--- src/rtl/ascon_pkg.sv ---
// Shared types and constants for the Ascon output collector: tag width,
// collector FSM states and a constant-foldable ceil(log2) helper.
package ascon_pkg;

  localparam int TAG_W = 128;

  typedef enum logic [2:0] {
    S_IDLE,
    S_SKIP,
    S_CAPT,
    S_OUT,
    S_DONE
  } state_t;

  function automatic int clog2(input int value);
    int r;
    r = 0;
    for (int i = 0; i < 31; i++) begin
      if ((1 << i) < value) r = i + 1;
    end
    return r;
  endfunction

endpackage

--- src/rtl/ascon_sipo.sv ---
// Serial-in/parallel-out register: each enabled edge shifts a bit in at the
// MSB and moves the word right, so the first bit received ends up at bit 0.
module ascon_sipo #(
  parameter int W = 32
) (
  input  logic         clk,
  input  logic         rst,
  input  logic         clear,
  input  logic         shift_en,
  input  logic         serial_bit,
  output logic [W-1:0] data
);

  if (W == 1) begin : g_one
    always_ff @(posedge clk or negedge rst) begin
      if (!rst)          data <= '0;
      else if (clear)    data <= '0;
      else if (shift_en) data <= serial_bit;
    end
  end else begin : g_wide
    always_ff @(posedge clk or negedge rst) begin
      if (!rst)          data <= '0;
      else if (clear)    data <= '0;
      else if (shift_en) data <= {serial_bit, data[W-1:1]};
    end
  end

endmodule

--- src/rtl/ascon_out_collector.sv ---
// Collects the bit-serial ciphertext and tag from the Ascon core into parallel
// words and hands them on over valid/ready. Optional: ASCON_TAG_CHECK_EN.
module ascon_out_collector
  import ascon_pkg::*;
#(
  parameter int Y = 32
) (
  input  logic             clk,
  input  logic             rst,
  input  logic             encryption_readyxSI,
  input  logic             cipher_textxSI,
  input  logic             tagxSI,
  output logic [Y-1:0]     ct_o,
  output logic [TAG_W-1:0] tag_o,
  output logic             out_validxSO,
  input  logic             out_readyxSI,
  output logic             abortxSO
`ifdef ASCON_TAG_CHECK_EN
  ,
  input  logic [TAG_W-1:0] expected_tagxSI,
  output logic             tag_okxSO
`endif
);

  localparam int N  = (Y > TAG_W) ? Y : TAG_W;
  localparam int CW = clog2(N + 1);

  localparam logic [CW-1:0] LAST    = CW'(N - 1);
  localparam logic [CW-1:0] CT_LEN  = CW'(Y);
  localparam logic [CW-1:0] TAG_LEN = CW'(TAG_W);

  state_t        state, state_n;
  logic [CW-1:0] cnt;
  logic          fell_q;
  logic          cap_en, clr, abort_n, xfer;
  logic          ct_shift, tag_shift;

  // NOTE: every always_comb output gets a default first, so no path leaves one unassigned and no latch is inferred.
  always_comb begin
    state_n = state;
    cap_en  = 1'b0;
    clr     = 1'b0;
    abort_n = 1'b0;
    xfer    = 1'b0;
    case (state)
      S_IDLE: begin
        if (encryption_readyxSI) begin
          state_n = S_SKIP;
          clr     = 1'b1;
        end
      end
      // SKIP spans E0->E1 while bit 0 is presented; the edge leaving it samples bit 0.
      S_SKIP, S_CAPT: begin
        if (!encryption_readyxSI) begin
          state_n = S_IDLE;
          abort_n = 1'b1;
          clr     = 1'b1;
        end else begin
          cap_en  = 1'b1;
          state_n = (cnt == LAST) ? S_OUT : S_CAPT;
        end
      end
      S_OUT: begin
        if (out_readyxSI) begin
          xfer    = 1'b1;
          state_n = (encryption_readyxSI && !fell_q) ? S_DONE : S_IDLE;
        end
      end
      S_DONE: begin
        if (!encryption_readyxSI) state_n = S_IDLE;
      end
      default: state_n = S_IDLE;
    endcase
  end

  // NOTE: sequential state uses non-blocking assignments so all flops sample pre-edge values.
  always_ff @(posedge clk or negedge rst) begin
    if (!rst) state <= S_IDLE;
    else      state <= state_n;
  end

  // fell_q remembers a drop of ready during OUT, so the FSM re-arms after the transfer.
  always_ff @(posedge clk or negedge rst) begin
    if (!rst) begin
      cnt      <= '0;
      fell_q   <= 1'b0;
      abortxSO <= 1'b0;
    end else begin
      abortxSO <= abort_n;
      fell_q   <= (state == S_OUT) && (fell_q || !encryption_readyxSI);
      if (clr)         cnt <= '0;
      else if (cap_en) cnt <= cnt + CW'(1);
    end
  end

  assign out_validxSO = (state == S_OUT);
  assign ct_shift     = cap_en && (cnt < CT_LEN);
  assign tag_shift    = cap_en && (cnt < TAG_LEN);

  ascon_sipo #(.W(Y)) u_ct_sipo (
    .clk        (clk),
    .rst        (rst),
    .clear      (clr),
    .shift_en   (ct_shift),
    .serial_bit (cipher_textxSI),
    .data       (ct_o)
  );

  ascon_sipo #(.W(TAG_W)) u_tag_sipo (
    .clk        (clk),
    .rst        (rst),
    .clear      (clr),
    .shift_en   (tag_shift),
    .serial_bit (tagxSI),
    .data       (tag_o)
  );

`ifdef ASCON_TAG_CHECK_EN
  // Compare against the tag as it will look after the final capture edge.
  logic [TAG_W-1:0] tag_final;
  assign tag_final = tag_shift ? {tagxSI, tag_o[TAG_W-1:1]} : tag_o;

  always_ff @(posedge clk or negedge rst) begin
    if (!rst)                        tag_okxSO <= 1'b0;
    else if (cap_en && cnt == LAST)  tag_okxSO <= (tag_final == expected_tagxSI);
    else if (xfer)                   tag_okxSO <= 1'b0;
  end
`endif

endmodule

--- config.mk ---
export PLATFORM = sky130hd
export DESIGN_NAME = ascon_out_collector
export DESIGN_NICKNAME = d
export VERILOG_FILES = /design/src/rtl/ascon_pkg.sv /design/src/rtl/ascon_sipo.sv /design/src/rtl/ascon_out_collector.sv
export SDC_FILE = /design/constraint.sdc
export NUM_CORES = 1
export LEC_CHECK = 0
export ABC_AREA = 1
export CAP_MARGIN = 20
export CORE_MARGIN = 2
export CORE_UTILIZATION = 45
export CTS_BUF_LIST = sky130_fd_sc_hd__clkbuf_4
export DETAILED_ROUTE_END_ITERATION = 8
export GPL_TIMING_DRIVEN = 0
export PLACE_DENSITY_LB_ADDON = 0.05
export SLEW_MARGIN = 0
export SYNTH_ARGS = -nofsm -noshare
export SYNTH_HDL_FRONTEND = slang
export SYNTH_SLANG_ARGS = --single-unit
--- constraint.sdc ---
create_clock -name clk -period 1.3 [get_ports clk]
set_input_delay 0.195 -clock clk [delete_from_list [all_inputs] [get_ports clk]]
set_output_delay 0.195 -clock clk [all_outputs]
set_load 0.02 [all_outputs]
After elaboration in Yosys (flattened, before gate mapping)
Index checks and enable logic that the tools add are counted.
{"block": "totals", "register_bits": 173, "input_bits": 6, "output_inout_bits": 162, "word_cells": 48}
{"block": "op_classes", "n_addsub": 1, "order_cmp": 2, "eq_ne": 8, "muxes": 18, "reduce_logical": 13}
{"operator": "$mux W128", "count": 2}
{"operator": "$mux W32", "count": 2}
{"operator": "$mux W8", "count": 2}
{"operator": "$mux W3", "count": 4}
{"operator": "$pmux W3 S4", "count": 1}
{"operator": "$add A8 B1 Y8 const B", "count": 1}
{"operator": "$eq A8 B7 Y1 const B", "count": 1}
{"operator": "$lt A8 B6 Y1 const B", "count": 1}
{"operator": "$lt A8 B8 Y1 const B", "count": 1}
{"operator": "$eq A3 B2 Y1 const B", "count": 2}
{"operator": "$reduce_bool A2 Y1", "count": 3}
{"operator": "$mux W1", "count": 5}
{"operator": "$logic_and A1 B1 Y1", "count": 4}
{"operator": "$ne A2 B2 Y1 const B", "count": 2}
{"operator": "$eq A3 B1 Y1 const B", "count": 1}
{"operator": "$eq A3 B3 Y1 const B", "count": 1}
{"operator": "$logic_not A3 Y1", "count": 1}
{"operator": "$reduce_and A3 Y1", "count": 1}
{"operator": "$logic_not A1 Y1", "count": 2}
{"operator": "$mux W2", "count": 1}
{"operator": "$ne A2 B1 Y1 const B", "count": 1}
{"operator": "$pmux W1 S2", "count": 1}
{"operator": "$reduce_or A2 Y1", "count": 1}
{"operator": "$logic_or A1 B1 Y1", "count": 1}

Depth between registers and ports, before layout
Gate-level depths: netlist (run 1).
{"block": "logic_depth", "depth_word": 6, "ltp_mapped": 10, "depth_no_buf": 7}

Cells and area by module
From an unflattened synthesis (run 1), not the netlist that was laid out.
{"block": "unflattened", "hier_cells": 796, "area_unflattened_um2": 7164.4}
{"mod": "ascon_sipo (u_tag_sipo)", "n_inst": 1, "cells_per_inst": 556, "area_each_um2": 5094.9, "seq_area_each_um2": 3203.1}
{"mod": "ascon_sipo (u_ct_sipo)", "n_inst": 1, "cells_per_inst": 140, "area_each_um2": 1285.0, "seq_area_each_um2": 800.8}
{"mod": "ascon_out_collector", "n_inst": 1, "cells_per_inst": 100, "area_each_um2": 784.5, "seq_area_each_um2": 325.3}

Least setup slack after synthesis (run 1)
Ideal clock, no wire load.
{"block": "synth_timing", "path_type": "register to register", "from": "register state[1]", "to": "register u_ct_sipo.data[10]", "setup_ps": 118, "t_arrival_ps": 1321, "required_time_ps": 1182, "path_slack_ps": -139, "path_stages_with_launch": 10, "n_path_buf": 3, "period_less_slack_ps": 1439, "path_cell_list": "dfrtp_1 -> nor2_2 -> nand2_1 -> nand2_1 -> nand2_1 -> buf_4 -> buf_6 -> buf_2 -> nand3_1 -> nand2_1"}
{"block": "synth_between", "elab_chain_len": 5, "word_cells_on_any_way": 9, "cone_classes": "eq/ne (2); mux (3); reduce/logical (4)"}
{"item": "start: declaration", "line": "ascon_out_collector.sv:32", "source": "state_t state, state_n;"}
{"item": "start signal: assignment", "line": "ascon_out_collector.sv:79", "source": "else state <= state_n;"}
{"item": "$eq A3 B1 Y1 / $eq A3 B2 Y1 (equally long branches)", "line": "ascon_out_collector.sv:45", "source": "case (state)"}
{"item": "$reduce_or A2 Y1", "line": "ascon_out_collector.sv:45"}
{"item": "$mux W1", "line": "ascon_out_collector.sv:45"}
{"item": "$logic_and A1 B1 Y1", "line": "ascon_out_collector.sv:97", "source": "assign ct_shift = cap_en && (cnt < CT_LEN);"}
{"item": "$reduce_bool A2 Y1 (no source line)"}
{"item": "end signal: assignment", "line": "ascon_sipo.sv:24", "source": "else if (shift_en) data <= {serial_bit, data[W-1:1]};"}
{"item": "end: declaration", "line": "ascon_sipo.sv:11", "source": "output logic [W-1:0] data"}
Several ways; a longest one is shown, not always the timed one.
A chain may end at the register's enable or synchronous reset.

Worst setup path after layout (run 1)
{"block": "layout_timing", "from": "register state[0]", "to": "register u_ct_sipo.data[26]"}
Same word-level chain as after synthesis.

==> run metrics, run 1 <==
IO Pins 168; Yosys top cell area share 60.77%; Die Y-Extent 129.8 um; final WL 22.69 mm; total negative slack -58.78 ns; count leader, synth nand2_1; Logic pwr share 51.8%; Final WS setup -0.4103 ns; Yosys reg bits 173; Clock Skew 0.01942 ns; Worst-Skew Late Latency 0.58 ns; Tot GR Track Use 24.39%; Yosys top cell by area dfrtp_1; fin crit share 131.6%; GPL Wtd Cong 0.8235; vias in the first global route 6,482; port bufs 166; Post-synth EDFFs 0; WP data arrival 2.20 ns; Area growth syn-to-layout 71.46%; worst slew pin tran 0.7727 ns; clk buf depth 2; DRT iter0 DRCs 453; final count of hold timing violations 0; leak pwr 6.750 nW; YS warnings 0; internal power 10.66 mW; DRT Pass-1 Iters 5; syn avg cell area 8.905 sq um; status finished, violations left; hold crit path type input pin to flip-flop; Root Driver clkbuf_4; RSZ-0062 raised after global routing yes; clock sink count 173; CTS tree built; maximum vdd drop 1028 uV; Max FO, Critical Path 8; hpwl dp 12.15 mm; DP Area 9246 sq um; mapped cell area 7124 sq um; Crit path required time 1.79 ns; Net Count, Synth 807; Remaining Overflow, GRT 0; drt drc 0; vias 7,307; fin util 79.76%; Finished Layout Cells 1,430; Max Cap Viol 0; die area 16,850 sq um; Post-synth ARST share 100.0%; Site Rows 45; sequential fraction of design power 32.1%; CTS buffer count 17; CP Capture Type flip-flop; Seq/Total Area, Yosys 60.77%; Worst Setup Start Kind flip-flop; final slew viol count 0; initial antenna violation count 1; largest net degree at the start of global routing 105; Sw Ratio 38.99%; clock power share 16.1%; Final setup viols 331; min cycle time layout 1.710 ns; Unique masters post-synth 22; crit path launch state[0]; Worst-path clk slew 0.15 ns; Worst slew margin 48.48%; overall die width 129.8 um; layout cell share with drive strength beyond 1 45.32%; Initial Util 46.52%; pwr/cell area 1430 nW/um^2; post-route cell area 12,220 sq um; ys flop type dfrtp_1; critical path class flip-flop to flip-flop; Core ar. 15,310 sq um; Reg-to-Reg Start state[0]; Placed Instances 1,178; Hold Startpoint encryption_readyxSI; achievable frequency 584.7 MHz; vias per cell 5.110; Post-synth top cells nand2_1 (292), nand3_1 (229), dfrtp_1 (173), buf_2 (46), nor2_1 (13); failing checks setup timing; Psw 6.811 mW; nets@finish 1,212; Avg WL per Cell 15.86 um; first-pass GRT wire length 32.22 mm; Routed Antenna Nets 0; H-tree depth 4; Post-Synthesis Cells 800; top post-synthesis cells by area dfrtp_1 (61%), nand3_1 (16%), nand2_1 (15%)
## per-stage QoR
step	total power, mW	setup WS (ns)	hold slack (ns)
2_1_floorplan	9.316	-0.1173	-0.1006
3_3_place_gp	10.82	-7.181	0.4865
3_5_place_dp	10.80	-0.4953	0.2943
4_1_cts	14.18	-0.3632	-0.1488
5_1_grt	18.29	-0.4763	0.03884
6_report	17.47	-0.4103	0.03725
## placed cells by master, fill, tap and decap left out, drive strengths merged
| cell type | instances |
|---|---|
| or2 | 1 |
| a21oi | 2 |
| buf | 419 |
| bufinv | 1 |
| inv | 12 |
| nand3 | 230 |
| o211ai | 1 |
| dfrtp | 173 |
| clkinvlp | 4 |
| o21ai | 2 |
| dlygate4sd3 | 2 |
| nand2 | 293 |
| nor3 | 3 |
| clkdlybuf4s50 | 3 |
| nand4 | 3 |
| o21bai | 3 |
| ha | 1 |
| clkbuf | 40 |
| nor2 | 16 |
| clkinv | 9 |
| diode | 1 |
## routing by layer
layer | vias to the layer above | track usage [%] | wire, um
met5 | - | 0 | 0
met4 | 0 | 7.464 | 463
met3 | 36 | 7.339 | 1592
met2 | 232 | 38.62 | 11220
met1 | 3602 | 32.66 | 9412
li1 | 3437 | - | -
## worst max-delay path: stages, from the launching register on
cell,delay [ns]
dfrtp_1,0.41
buf_4,0.15
nor2_4,0.13
nand2_2,0.09
nand2_2,0.09
nand2_4,0.08
buf_12,0.16
clkbuf_16,0.18
clkbuf_16,0.16
nand3_1,0.08
nand2_1,0.06
## cells by family (layout without fill, tap and decap cells)
logic type                 Yosys count  in the layout  share of synthesized area [%]
adders and majority gates            1              1                         0.1756
AOI/OAI and AO/OA                    8              8                         0.7025
DFF                                173            173                          60.77
buffers and inverters               72            490                          5.075
and+or+nand+nor                    546            546                          33.28
other                                0              1                              0
## repair_timing
item                                    in CTS  in global routing
hold buffers                                 1                  1
endpoints found under the setup margin     330                332
pin swaps                                    2                 22
resized for setup                         1004                142
buffers inserted                           148                 52
cloned                                       0                 17
hold endpoints to repair                   106                  2
## power groups by stage
stage	Sequential (mW)	Clock, mW	Combinational, mW
after floorplan	5.78	0	3.54
after global placement	5.73	0	5.09
after detailed placement	5.73	0	5.07
after CTS	5.61	2.82	5.75
after global routing	5.63	3.08	9.58
final	5.61	2.81	9.04
## final timing paths
path / end / slack, ns / cells after the start
max in group asynchronous: u_tag_sipo.data[22] / 0.26 / 3
min: state[2] / 0.04 / 3
max: u_ct_sipo.data[26] / -0.41 / 10
min reg2reg: cnt[1] / 0.54 / 2
min in group asynchronous: abortxSO / 0.22 / 2
max reg2reg: u_ct_sipo.data[26] / -0.41 / 10
## cell type report
| cell class | instances | area (sq um) |
|---|---|---|
| multi-input cells | 555 | 2811 |
| plain buffers | 60 | 680.7 |
| flip-flops and latches | 173 | 4330 |
| clock inverters | 14 | 103.9 |
| diodes | 1 | 2.502 |
| well taps | 211 | 264.0 |
| inverters | 12 | 47.55 |
| clock buffers | 18 | 135.1 |
| repair buffers | 386 | 3840 |
| fillers | 1020 | 3099 |
## flip-flops by register name, indices dropped and copies added (netlist names)
register         cells
u_tag_sipo.data    128
u_ct_sipo.data      32
cnt                  8
state                3
abortxSO             1
fell_q               1
Note: power is estimated with default switching activity, not from simulation.
==> run 2, diff against run 1 <==
--- a/config.mk
+++ b/config.mk
@@ -6,14 +6,12 @@
 export NUM_CORES = 1
 export LEC_CHECK = 0
 export ABC_AREA = 1
-export CAP_MARGIN = 20
 export CORE_MARGIN = 2
 export CORE_UTILIZATION = 45
-export CTS_BUF_LIST = sky130_fd_sc_hd__clkbuf_4
 export DETAILED_ROUTE_END_ITERATION = 8
 export GPL_TIMING_DRIVEN = 0
 export PLACE_DENSITY_LB_ADDON = 0.05
-export SLEW_MARGIN = 0
+export SLEW_MARGIN = 5
 export SYNTH_ARGS = -nofsm -noshare
 export SYNTH_HDL_FRONTEND = slang
 export SYNTH_SLANG_ARGS = --single-unit
==> run 2 against run 1 <==
Against the previous run: the flow still finishes with violations (setup timing); sequential power about the same; total power rose by 21%; largest cell class is now registers; cell count is 11% lower; first-iteration DRC count fell by 25%; core utilization is 7.4 points lower; critical endpoint is now u_tag_sipo.data[8]; clock skew shrank 0.0085 ns.
==> run metrics, run 2 (synthesis results as in run 1) <==
status finished, violations left; failing checks setup timing; DP Area 9246 sq um (unchanged); antenna cells 0 (-1); total negative slack -48.99 ns (+9.787 ns); top flop regs u_tag_sipo.data (128), u_ct_sipo.data (32), cnt (8); Site Rows 45 (unchanged); hold crit path type input pin to flip-flop; Root Driver clkbuf_16; Core ar. 15,310 sq um (unchanged); maximum vdd drop 1257 uV (+22%); worst reg2reg path depth 10 (unchanged); clk buf depth 2 (unchanged); DRT iter0 DRCs 339 (-25%); CP most frequent cell nand2_2; Avg WL per Cell 16.51 um (+4.1%); IO Pins 168 (unchanged); CTS tree built; slowest CP cell dfrtp_1; commonest non-fill, non-tap cells in the layout nand2_1 (230), dfrtp_1 (172), buf_2 (155), nand3_1 (114), nand3_2 (114); Clock Skew 0.01096 ns (-0.008463 ns); Initial Util 46.52% (unchanged); RSZ-0062 raised after global routing yes; Min-Delay Endpoint abortxSO; hpwl dp 12.15 mm (unchanged); crit-path cells buf_6 > nor2_4 > nand2_2 > nand2_2 > nand2_2 > buf_12 > clkbuf_16 > clkbuf_16 > nand3_1 > nand2_1; Remaining Overflow, GRT 0 (unchanged); achievable frequency 606.8 MHz (+3.8%); Final Total Pwr 21.08 mW (+21%); Worst Setup Start Kind flip-flop; DRT Pass-1 Iters 4 (-1); largest net degree at the start of global routing 105 (unchanged); port bufs 166 (unchanged); die area 16,850 sq um (unchanged); WP data arrival 1.96 ns (-0.24 ns); post-route cell area 11,090 sq um (-9.2%); worst slew pin tran 0.5810 ns (-0.1917 ns); CP Capture Type flip-flop; layout cell share with drive strength beyond 1 47.45% (+2.1 points); Final setup viols 171 (-48%); register bank with the most flops u_tag_sipo.data; vias 6,598 (-9.7%); Max Cap Viol 0 (unchanged); Max FO, Critical Path 8 (unchanged); fin util 72.39% (-7.4 points); reg2reg end u_tag_sipo.data[8]; overall die width 129.8 um (unchanged); final slew viol count 0 (unchanged); max incr delay on CP 0.41 ns (about the same); leak pwr 6.148 nW (-8.9%); Die Y-Extent 129.8 um (unchanged); R2R setup slack -0.35 ns (+0.06 ns); Tot GR Track Use 24.10% (-0.30 points); vias per cell 5.199 (+1.8%); Worst-path clk slew 0.07 ns (-0.08 ns); Reg-to-Reg Start state[1]; initial antenna violation count 0 (-1); final hold slack 0.08402 ns (+0.04677 ns); critical path class flip-flop to flip-flop; Worst slew margin 61.27% (+13 points); pwr/cell area 1902 nW/um^2 (+33%); Final WS setup -0.3481 ns (+0.06222 ns); pre-CTS WS -0.4953 ns (unchanged); vias in the first global route 6,079 (-6.2%); Hold Startpoint encryption_readyxSI; Worst-Skew Late Latency 0.42 ns (-0.16 ns); final count of hold timing violations 0 (unchanged); min cycle time layout 1.648 ns (-0.06222 ns); first-pass GRT wire length 31.72 mm (-1.6%); Routed Antenna Nets 0 (unchanged); clock sink count 173 (unchanged); drt drc 0 (unchanged); H-tree depth 4 (unchanged); nets@finish 1,052 (-13%); CTS buffer count 17 (unchanged); commonest non-fill, non-tap cell in the layout nand2_1; Largest register FFs 128 (unchanged); GPL Wtd Cong 0.8235 (unchanged); worst hold stages 2 (-1); Placed Instances 1,178 (unchanged); Finished Layout Cells 1,269 (-11%); fin crit share 126.8% (-4.8 points); Area growth syn-to-layout 55.62%; Crit path required time 1.62 ns (-0.17 ns); final WL 20.96 mm (-7.6%)
==> run 2: worst max path at each step <==
stage	start	endpoint	cells after the start
after floorplan	state[1]	u_tag_sipo.data[126]	9
final	state[1]	u_tag_sipo.data[8]	10
after global routing	state[1]	u_tag_sipo.data[39]	10
after global placement	rst	u_tag_sipo.data[25]	1
after detailed placement	state[1]	u_ct_sipo.data[28]	8
after CTS	state[0]	u_tag_sipo.data[10]	11
==> run 2: layout make-up <==
cell class              instances  area [sq um]
fillers                      1177          4228
multi-input cells             555          3267
repair buffers                232          1877
flip-flops and latches        173          4330
plain buffers                  54         728.2
clock inverters                10         88.84
well taps                     211         264.0
clock buffers                  22         484.2
inverters                      12         47.55
==> run 2: what timing repair did <==
action	4_1_cts	5_1_grt
setup endpoints to repair	330	290
endpoints found under the hold margin	103	0
buffers inserted	26	18
pin swaps	59	45
resized for setup	774	200
hold buffers	1	0
cloned	12	9
==> run 2: metal layers <==
layer	global-route usage, %	share of wire [%]
met5	0	0
met4	7.717	1.9
met3	6.970	6.4
met2	37.23	48
met1	33.11	44
==> run 2: report_power, final <==
group,internal (mW),switching (mW),leakage [nW]
combinational,5.12,5.42,3.46
clock,2.83,2.09,0.274
sequential,5.51,0.114,2.41
total,13.5,7.62,6.15
==> run 2: worst max-delay path: cells and delay by family (launching register included) <==
family	cells	cell delay [ns]
buffers and inverters	4	0.62
AND/OR/NAND/NOR	6	0.50
flip-flops	1	0.41
==> run 3, diff against run 2 <==
==> constraint.sdc (replaced) <==
create_clock -name clk -period 1.93 [get_ports clk]
set_input_delay 0.2895 -clock clk [delete_from_list [all_inputs] [get_ports clk]]
set_output_delay 0.2895 -clock clk [all_outputs]
set_load 0.02 [all_outputs]
==> run 3 against run 2 <==
Against the previous run: the run now ends clean; clock-buffer cell count fell by 3; critical path depth fell by 9; non-clock buffer count fell by 58.
==> run metrics, run 3 (synthesis results as in run 1) <==
Met2 Wirelength 8.017 mm (-20%); layout cell share with drive strength beyond 1 9.400% (-38 points); initial antenna violation count 0 (unchanged); Final WS setup 0.1708 ns (+0.5189 ns); Area growth syn-to-layout 36.32%; Max FO, Critical Path 3 (-5); Clock Skew 0.006585 ns (-0.004371 ns); critical path class flip-flop to output pin; largest net degree at the start of global routing 88 (-16%); maximum vdd drop 613.0 uV (-51%); max incr delay on CP 0.66 ns (+0.25 ns); vias 6,169 (-6.5%); crit-path cells clkdlybuf4s50_1; RSZ-0062 raised after global routing yes; port bufs 166 (unchanged); Worst-Skew Late Latency 0.43 ns (about the same); hold crit path type input pin to flip-flop; Worst-path clk slew 0.06 ns (about the same); status completed; min cycle time layout 1.759 ns; slowest CP cell clkdlybuf4s50_1; CTS buffer count 17 (unchanged); Largest register FFs 128 (unchanged); clock sink count 173 (unchanged); fin util 63.42% (-9.0 points); nets@finish 994 (-5.5%); met1 WL 8.287 mm (-10%); antenna cells 0 (unchanged); post-route cell area 9712 sq um (-12%); H-tree depth 4 (unchanged); pwr/cell area 1073 nW/um^2 (-44%); final slew viol count 0 (unchanged); final count of hold timing violations 0 (unchanged); overall die width 129.8 um (unchanged); CP Capture Type output pin; fin crit share 91.15%; GPL Wtd Cong 0.8005 (-2.8%); drt drc 0 (unchanged); leak pwr 5.030 nW (-18%); CP top delay family buffers and inverters; CP Buf/Inv Count 1 (-3); Filler Cells Inserted 1,332 (+13%); vias per cell 5.094 (-2.0%); die area 16,850 sq um (unchanged); Avg WL per Cell 14.82 um (-10%); first-pass GRT wire length 29.51 mm (-7.0%); Remaining Overflow, GRT 0 (unchanged); DRT Pass-1 Iters 4 (unchanged); commonest non-fill, non-tap cell in the layout nand2_1; IO Pins 168 (unchanged); top flop regs u_tag_sipo.data (128), u_ct_sipo.data (32), cnt (8); DP Area 9082 sq um (-1.8%); CTS tree built; vias in the first global route 5,773 (-5.0%); area of the multi-input gates 2434 sq um (-26%); DRT iter0 DRCs 430 (+27%); Tot GR Track Use 22.27% (-1.8 points); pre-CTS WS 0.1834 ns (+0.6787 ns); Core ar. 15,310 sq um (unchanged); Routed Antenna Nets 0 (unchanged); register bank with the most flops u_tag_sipo.data; achievable frequency 568.4 MHz; Root Driver clkbuf_16; routed wl met3 1.404 mm (+5.2%); commonest non-fill, non-tap cells in the layout nand2_1 (292), nand3_1 (229), dfrtp_1 (173), clkdlybuf4s50_1 (164), buf_2 (41); Worst slew margin 55.70% (-5.6 points); Final setup viols 0 (-100%); Site Rows 45 (unchanged); Die Y-Extent 129.8 um (unchanged); DR top layer met4; Crit path required time 1.64 ns (+0.02 ns); Max Cap Viol 0 (unchanged); Worst Setup Start Kind flip-flop; Initial Util 46.52% (unchanged); worst slew pin tran 0.6645 ns (+0.08347 ns); WP data arrival 1.47 ns (-0.49 ns); clk buf depth 2 (unchanged); final WL 17.95 mm (-14%); hpwl dp 12.23 mm (+0.72%); Register Area 4329 sq um (about the same)
run 3: changes by cell type in the layout (fill, tap and decap cells not counted), sizes merged:
cell,delta
dlygate4sd2,+1
clkinv,-1
clkdlybuf4s50,+161
clkbuf,-8
clkdlybuf4s15,-4
buf,-211
bufinv,+2
inv,+2
run 3: what timing repair did:
| item | CTS | global route |
|---|---|---|
| endpoints found under the setup margin | 1 | 19 |
| hold buffers | 1 | 0 |
| setup buffers | 0 | 0 |
| gates resized for setup | 1 | 5 |
| endpoints found under the hold margin | 86 | 0 |
run 3: routing by layer:
| layer | up-vias | global-route usage [%] |
|---|---|---|
| li1 | 2988 | - |
| met1 | 2972 | 32.17 |
| met2 | 189 | 32.37 |
| met3 | 20 | 7.052 |
| met4 | 0 | 6.768 |
| met5 | - | 0 |
run 3: path summary, 6_finish.rpt:
| kind | start | endpoint | slack, ns | cells after the start |
|---|---|---|---|---|
| worst min register to register | u_tag_sipo.data[22] | u_tag_sipo.data[21] | 0.50 | 2 |
| worst max-delay path | u_tag_sipo.data[100] | tag_o[100] | 0.17 | 1 |
| max in group asynchronous | rst | u_tag_sipo.data[79] | 0.62 | 3 |
| worst min-delay path | encryption_readyxSI | abortxSO | 0.12 | 2 |
| min in group asynchronous | rst | u_ct_sipo.data[14] | 0.45 | 2 |
| worst max register to register | state[2] | u_ct_sipo.data[5] | 0.20 | 8 |
run 3: per-stage QoR:
stage	TNS, ns	hold slack, ns	total power [mW]	cells
finish	0	0.1219	10.42	1211
global placement	-1149.52	0.4878	6.951	1177
floorplan	0	-0.006091	5.956	800
detailed placement	0	0.3427	6.945	1178
global route	-0.006348	0.1343	10.99	1211
CTS	0	0.1018	10.47	1211
run 3: report_power, final:
part / total (mW) / internal (mW) / switching, mW
Sequential: 3.79 / 3.71 / 0.0796
Clock: 3.53 / 2.08 / 1.46
Combinational: 3.10 / 0.791 / 2.31
Total: 10.4 / 6.58 / 3.84
run 3: layout make-up:
| cell class | instances | area share [%] |
|---|---|---|
| buffer | 60 | 3.388 |
| clock buffer | 19 | 4.561 |
| clock inverter | 13 | 1.701 |
| inverter | 12 | 0.4638 |
| multi-input combinational | 555 | 25.06 |
| sequential | 173 | 44.58 |
| tap | 211 | 2.718 |
| timing repair buffer | 168 | 17.53 |
run 3: worst reg2reg max path: stages (launching register included):
cell	delay, ns
dfrtp_1	0.43
inv_2	0.10
nand2_1	0.07
nor2_2	0.13
nand2_1	0.15
nor2_1	0.32
buf_2	0.29
nand3_1	0.10
nand2_1	0.08
